==> src/rtl/sent_tx_frame_gen.sv <==
// SENT frame transmitter: sync, status, NIBBLES data nibbles, CRC4 and optional constant-length pause.
// Latency: data_pulse goes low one clk after accept; frame_ready only in IDLE or on a frame's last clk.
module sent_tx_frame_gen #(
    parameter int NIBBLES     = 6,
    parameter int CLK_DIV     = 3,
    parameter int LOW_TICKS   = 5,
    parameter int FRAME_TICKS = 300
) (
    input  logic                 clk,
    input  logic                 reset,
    input  logic                 enable,
    input  logic                 pause_en,
    input  logic                 frame_valid,
    output logic                 frame_ready,
    input  logic [3:0]           status_nibble,
    input  logic [4*NIBBLES-1:0] frame_data,
    output logic                 data_pulse,
    output logic                 busy,
    output logic                 frame_done,
    output logic [3:0]           crc_out
);
    localparam int LONGEST   = 56 + 27 * (NIBBLES + 3);
    localparam int MAX_TICKS = (FRAME_TICKS > LONGEST) ? FRAME_TICKS : LONGEST;
    localparam int TW        = $clog2(MAX_TICKS + 1);
    localparam int DW        = (CLK_DIV > 1) ? $clog2(CLK_DIV) : 1;
    localparam int NW        = (NIBBLES > 1) ? $clog2(NIBBLES) : 1;
    localparam int DATA_W    = 4 * NIBBLES;

    localparam logic [2:0] S_IDLE   = 3'd0;
    localparam logic [2:0] S_SYNC   = 3'd1;
    localparam logic [2:0] S_STATUS = 3'd2;
    localparam logic [2:0] S_DATA   = 3'd3;
    localparam logic [2:0] S_CRC    = 3'd4;
    localparam logic [2:0] S_PAUSE  = 3'd5;

    logic [2:0]        state, state_nxt;
    logic [DW-1:0]     div_cnt;
    logic [TW-1:0]     tick_cnt;
    logic [TW-1:0]     frame_tick;
    logic [NW-1:0]     nib_idx;
    logic [DATA_W-1:0] data_sr;
    logic [3:0]        status_q;
    logic              pause_q;
    logic [3:0]        cur_nib;
    logic [3:0]        crc_acc;
    logic [3:0]        crc_calc;
    logic              tick_end;
    logic              seg_last_tick;
    logic              seg_end;
    logic              frame_last;
    logic              accept;

    // Multiply-by-x^4 mod (x^4+x^3+x^2+1) is linear, so XOR the images of each bit.
    function automatic logic [3:0] crc_tab(input logic [3:0] c);
        crc_tab = ({4{c[0]}} & 4'hD) ^ ({4{c[1]}} & 4'h7) ^
                  ({4{c[2]}} & 4'hE) ^ ({4{c[3]}} & 4'h1);
    endfunction

    always_comb begin
        crc_acc = 4'h5;
        for (int i = NIBBLES - 1; i >= 0; i--) begin
            crc_acc = crc_tab(crc_acc) ^ frame_data[4*i +: 4];
        end
        crc_calc = crc_tab(crc_acc);
    end

    always_comb begin
        cur_nib = 4'h0;
        case (state)
            S_STATUS: cur_nib = status_q;
            S_DATA:   cur_nib = data_sr[DATA_W-1 -: 4];
            S_CRC:    cur_nib = crc_out;
            default:  cur_nib = 4'h0;
        endcase
    end

    assign tick_end = (div_cnt == DW'(CLK_DIV - 1));

    // Pause ends once the whole frame reaches FRAME_TICKS, but never before its 12th tick.
    always_comb begin
        seg_last_tick = 1'b0;
        case (state)
            S_SYNC:                 seg_last_tick = (tick_cnt == TW'(55));
            S_STATUS, S_DATA, S_CRC: seg_last_tick = (tick_cnt == TW'(11) + TW'(cur_nib));
            S_PAUSE:                seg_last_tick = (tick_cnt >= TW'(11)) &&
                                                    (frame_tick >= TW'(FRAME_TICKS - 1));
            default:                seg_last_tick = 1'b0;
        endcase
    end

    assign seg_end     = tick_end && seg_last_tick;
    assign frame_last  = seg_end && ((state == S_CRC && !pause_q) || state == S_PAUSE);
    assign frame_ready = enable && (state == S_IDLE || frame_last);
    assign accept      = frame_valid && frame_ready;
    assign frame_done  = frame_last;
    assign busy        = (state != S_IDLE);

    always_comb begin
        state_nxt = state;
        case (state)
            S_SYNC:   state_nxt = S_STATUS;
            S_STATUS: state_nxt = S_DATA;
            S_DATA:   state_nxt = (nib_idx == NW'(NIBBLES - 1)) ? S_CRC : S_DATA;
            S_CRC:    state_nxt = pause_q ? S_PAUSE : S_IDLE;
            S_PAUSE:  state_nxt = S_IDLE;
            default:  state_nxt = S_IDLE;
        endcase
    end

    always_ff @(posedge clk or negedge reset) begin
        if (!reset) begin
            state      <= S_IDLE;
            div_cnt    <= '0;
            tick_cnt   <= '0;
            frame_tick <= '0;
            nib_idx    <= '0;
            data_sr    <= '0;
            status_q   <= '0;
            pause_q    <= 1'b0;
            crc_out    <= '0;
            data_pulse <= 1'b1;
        end else begin
            data_pulse <= (state == S_IDLE) ? 1'b1 : (tick_cnt >= TW'(LOW_TICKS));
            if (accept) begin
                state      <= S_SYNC;
                div_cnt    <= '0;
                tick_cnt   <= '0;
                frame_tick <= '0;
                nib_idx    <= '0;
                data_sr    <= frame_data;
                status_q   <= status_nibble;
                pause_q    <= pause_en;
                crc_out    <= crc_calc;
            end else if (state != S_IDLE) begin
                div_cnt <= tick_end ? '0 : div_cnt + 1'b1;
                if (tick_end) begin
                    frame_tick <= frame_tick + 1'b1;
                    tick_cnt   <= seg_end ? '0 : tick_cnt + 1'b1;
                end
                if (seg_end) begin
                    state <= state_nxt;
                    if (state == S_DATA) begin
                        nib_idx <= nib_idx + 1'b1;
                        data_sr <= data_sr << 4;
                    end
                end
            end
        end
    end
endmodule

==> config.mk <==
export PLATFORM = sky130hd
export DESIGN_NAME = sent_tx_frame_gen
export DESIGN_NICKNAME = d
export VERILOG_FILES = /design/src/rtl/sent_tx_frame_gen.sv
export SDC_FILE = /design/constraint.sdc
export NUM_CORES = 1
export LEC_CHECK = 0
export BUFFER_PORTS_ARGS = -buffer_cell sky130_fd_sc_hd__buf_2
export CAP_MARGIN = 20
export CORE_AREA = 8 8 92 94
export DETAILED_ROUTE_END_ITERATION = 10
export DIE_AREA = 0 0 100 102
export GPL_ROUTABILITY_DRIVEN = 0
export PLACE_DENSITY = 0.87
export SLEW_MARGIN = 10
export SYNTH_ARGS = -nofsm -noshare
export SYNTH_HDL_FRONTEND = slang
export SYNTH_SLANG_ARGS = --single-unit
export TNS_END_PERCENT = 5
==> constraint.sdc <==
create_clock -name clk -period 3.7 [get_ports clk]
set_input_delay 0.74 -clock clk [delete_from_list [all_inputs] [get_ports clk]]
set_output_delay 0.74 -clock clk [all_outputs]
set_load 0.03 [all_outputs]
==> results list <==
* Delay of the slowest cell on the worst path: about 0.43 ns
- Setup repair after global routing could not meet its margin everywhere.
- The worst register-to-register path ends at data_sr[22]$_DFFE_PN0P_.
* First-pass GRT wire length: 13000 um
* Combinational share of power: about an eighth
- The worst register-to-register path has a depth of 13.
- Once detail routing completed, the nets flagged for antenna violations numbered 0.
- The H-tree was split into 3 levels.
- The clock reaches the later pin of the worst-skew pair after 0.34 ns.
- For the pin with the worst max-slew slack, the measured transition is 0.841 ns.
- After detailed routing, the number of remaining DRC violations is 0.
- Number of primary I/O pins: 41
- Cell-internal power: 1.07 mW
* Net Count, Synth: 367
- Setup skew after layout: around 0.0068 ns
* Synth cell types: 49
- Number of placement rows: 31
- Most used standard cells in the synthesized netlist: 59 x sky130_fd_sc_hd__dfrtp_1, 49 x sky130_fd_sc_hd__mux2_2, 38 x sky130_fd_sc_hd__xnor2_1
* Most frequent cell after synthesis: sky130_fd_sc_hd__dfrtp_1
- Total number of nets in the final design: 421
- Mean cell area of the mapped netlist: about 11 um2
- PnR worst setup slack: -0.0726 ns
* Flops & latches, synth: 60
- Net Sw Frac: between 20 and 25%
* Number of diodes: 0
- Pwr Total: ~1.4 mW
* CTS tree: built
- The clock net in this run drives a total of 60 sinks.
- Entering global routing, the biggest net connects 36 pins.
- Die Span Y: 102 um
- Logic depth of the worst setup path including buffers: 14
- For this design, the CTS-stage hold fixing added 0 buffers.
- Count of yosys warnings during synthesis: 0
- Area of the mapped netlist: 0.00363 mm2
- The tree is rooted in a sky130_fd_sc_hd__clkbuf_8.
* Power density of the placed cells: 324 mW/mm2
- In the post-synthesis netlist, the biggest area contributors are sky130_fd_sc_hd__dfrtp_1 41%, sky130_fd_sc_hd__mux2_2 15%, sky130_fd_sc_hd__xnor2_1 9.2%, sky130_fd_sc_hd__xor2_1 3.4%, sky130_fd_sc_hd__and2_1 2.2%.
* Portion of the post-synthesis area used by sequential elements: 41.4%
- Area of the die: approximately 0.010 mm2
- Inserted Clock Buffers: 9
- Cell Count, Final, Fillers Out: around 490
- From synthesis to final layout, the design area changed by 18.5%.
- Measured along the x axis, the die boundary spans ~100 um.
- The first detailed-routing pass took 4 iterations.
* DR vias: 2594
- Cells along the critical path: buf_6 > mux2i_1 > o2bb2ai_4 > inv_2 > ha_4 > xnor2_2 > o22ai_1 > o2111ai_1 > a2111oi_2 > nand3_1 > o22ai_2 > and2_4 > o21a_2 > buf_6
* HP Class: in2async
* Last element of the critical path: frame_ready
- Counting flops with a built-in enable in the synthesized netlist gives 0.
- In the synthesized netlist the async set-or-reset flop fraction comes to between 90% and 100%.
* Longest Clk Path Bufs: 2
- Counting every instance in the synthesized netlist gives between 300 and 400.
* Global router's overall resource usage: approximately 16%
- The initial utilization of the core area, before any placement, comes to 51.4%.
* Arrival time of data at the critical path endpoint: 3.03 ns
- For this design, the slowest cell found on the critical path is sky130_fd_sc_hd__dfrtp_1.
- I/O Buffers: 40
- The share of total power dissipated in sequential elements is 47.2%.
- The layout has 579 filler cells.
* Overall routed net length: 7660 um
- Dominant register cell in the synthesized netlist: sky130_fd_sc_hd__dfrtp_1
- Data required, critical path: 2.96 ns
* Number of setup violations in the final report: 2
* Standby leakage power: 2.06 nW
* Final routed wire length divided by cell count: 15.8 um
* Count of pins over their slew limit: 0
* Maximum vdd ir drop: 0.000198 V
* Critical path's most frequent cell: sky130_fd_sc_hd__buf_6
- Violations in the final reports: setup timing
* Number of antenna violations at the first check in global routing: 0
* Crit path max fanout: 3
- The critical path starts at state[0]$_DFFE_PN0P_.
- For this run the aggregate overflow at the end of global routing stands at 0.
- Fraction of the cycle the final worst path needs: 102%
- Across all register-to-register paths, the minimum setup slack is 0.29 ns.
* Minimum clock period: about 3.8 ns
- Clock network power share: 40.4%
- Sort of element at the end of the critical path: output pin
- Dividing the detail-routed via count by the number of cells gives ~5.3.
* Clock-pin slew reported for the worst setup and hold paths after clock tree synthesis: approximately 0.060 ns
- Post-detailed-placement cell area: 0.00398 mm2
- Switching pwr: ~0.32 mW
- The kind of cell with the highest combined delay along the critical path is compound AO/OA/AOI/OAI gates.
- Source of the worst register-to-register timing path: state[0]$_DFFE_PN0P_
- Share of the synthesized area in the top cell type: 40.7%
- Once layout is done, the placed cells without fillers occupy 0.00430 mm2.
- The flow ran to the end, but the final reports show violations.
* Initial drt markers: 115
- Counting both buffers and inverters, the worst setup path holds a total of 3.
- Detailed placement finished with a half-perimeter wire length of between 5000 and 6000 um.
* Dominant cell type by area after synthesis: sky130_fd_sc_hd__dfrtp_1
* Number of hold violations in the final report: 0
- Including well taps, the total number of placed cells is between 400 and 500.
- The floorplan step defined a core boundary enclosing 0.00706 mm2.
- The worst pin sits at a relative slew slack of a little over two fifths.
- Kind of start point of the critical path: register
- The via count of the first global-routing pass is 2852.
- Of the cells placed in the final design, the portion with a size suffix greater than 1 is 37.8%.
* Critical path start-end classification: reg2out
- Max capacitance violation total: 0
* Fmax: 265 MHz
[layout make-up]
cell class | count | area [um2] | share of cell area [%]
Tap cell | 99 | 124 | 2.88
Clock inverter | 2 | 35.0 | 0.816
Sequential cell | 60 | 1500 | 35.0
Multi-Input combinational cell | 244 | 2070 | 48.3
Timing Repair Buffer | 60 | 385 | 8.97
Clock buffer | 13 | 149 | 3.47
Inverter | 7 | 26.3 | 0.612
[placed cells by master (no fill, tap or decap), types with 8 or more instances in the layout]
| cell type | instances |
|---|---|
| sky130_fd_sc_hd__buf_4 | 17 |
| sky130_fd_sc_hd__nor2_1 | 15 |
| sky130_fd_sc_hd__xor2_1 | 13 |
| sky130_fd_sc_hd__nor2b_1 | 8 |
| sky130_fd_sc_hd__clkbuf_8 | 10 |
| sky130_fd_sc_hd__and2_1 | 12 |
| sky130_fd_sc_hd__buf_2 | 39 |
| sky130_fd_sc_hd__nand2_1 | 19 |
| sky130_fd_sc_hd__mux2_2 | 49 |
| sky130_fd_sc_hd__xnor2_1 | 37 |
| sky130_fd_sc_hd__dfrtp_1 | 59 |
[power by group through the flow]
stage | clock (mW) | combinational, mW | sequential [mW]
3_3_place_gp | 0 | 0.167 | 0.668
6_report | 0.562 | 0.171 | 0.656
2_1_floorplan | 0 | 0.116 | 0.668
3_5_place_dp | 0 | 0.174 | 0.668
4_1_cts | 0.578 | 0.175 | 0.656
5_1_grt | 0.607 | 0.191 | 0.656
[what timing repair did]
action                                  4_1_cts  5_1_grt
pin swaps                                     8        9
endpoints found under the setup margin        2        2
gates resized for setup                       6        7
cloned                                        0        0
buffers inserted                              5        3
[worst min-delay path by stage]
stage / start / endpoint / slack, ns / depth (start not counted)
2_1_floorplan: reset / crc_out[0]$_DFFE_PN0N_ / 0.44 / 0
3_3_place_gp: status_q[3]$_DFFE_PN0N_ / status_q[3]$_DFFE_PN0N_ / 0.51 / 1
3_5_place_dp: status_q[2]$_DFFE_PN0N_ / status_q[2]$_DFFE_PN0N_ / 0.51 / 1
4_1_cts: reset / tick_cnt[6]$_DFFE_PN0P_ / 0.33 / 1
5_1_grt: reset / tick_cnt[6]$_DFFE_PN0P_ / 0.35 / 1
6_report: reset / tick_cnt[6]$_DFFE_PN0P_ / 0.33 / 1
[state kept, by name, indices dropped and copies added (netlist names)]
| name | flops |
|---|---|
| crc_out | 4 |
| data_pulse | 1 |
| data_sr | 24 |
| div_cnt | 2 |
| frame_tick | 9 |
| nib_idx | 3 |
| pause_q | 1 |
| state | 3 |
| status_q | 4 |
| tick_cnt | 9 |
[stage by stage]
step | hold slack [ns] | worst slack (ns) | setup TNS, ns | utilization, %
final | 0.329 | -0.0726 | -0.0946 | 60.8
after global routing | 0.347 | -0.266 | -0.483 | 60.8
after CTS | 0.333 | -0.0472 | -0.0472 | 59.7
after detailed placement | 0.511 | 0.221 | 0 | 56.3
after global placement | 0.510 | 0.298 | 0 | 56.0
after floorplan | 0.444 | 0.00583 | 0 | -
[routing by layer]
metal	up-vias	GRT usage [%]	part of all wire (%)
met4	0	5.35	1.9
li1	1244	-	-
met2	65	26.7	50
met3	15	5.59	5.1
met1	1270	18.9	43
met5	-	0	0
[cell families after synthesis]
group	Yosys count	synth area share, %
AO/OA/AOI/OAI	38	8.38
XOR/XNOR	52	12.6
multiplexers	60	18.9
adder cells (fa/ha/maj)	6	2.07
buffers and inverters	24	3.59
AND/OR/NAND/NOR	88	13.0
flip-flops	60	41.4
(Power assumes the default switching activity.)
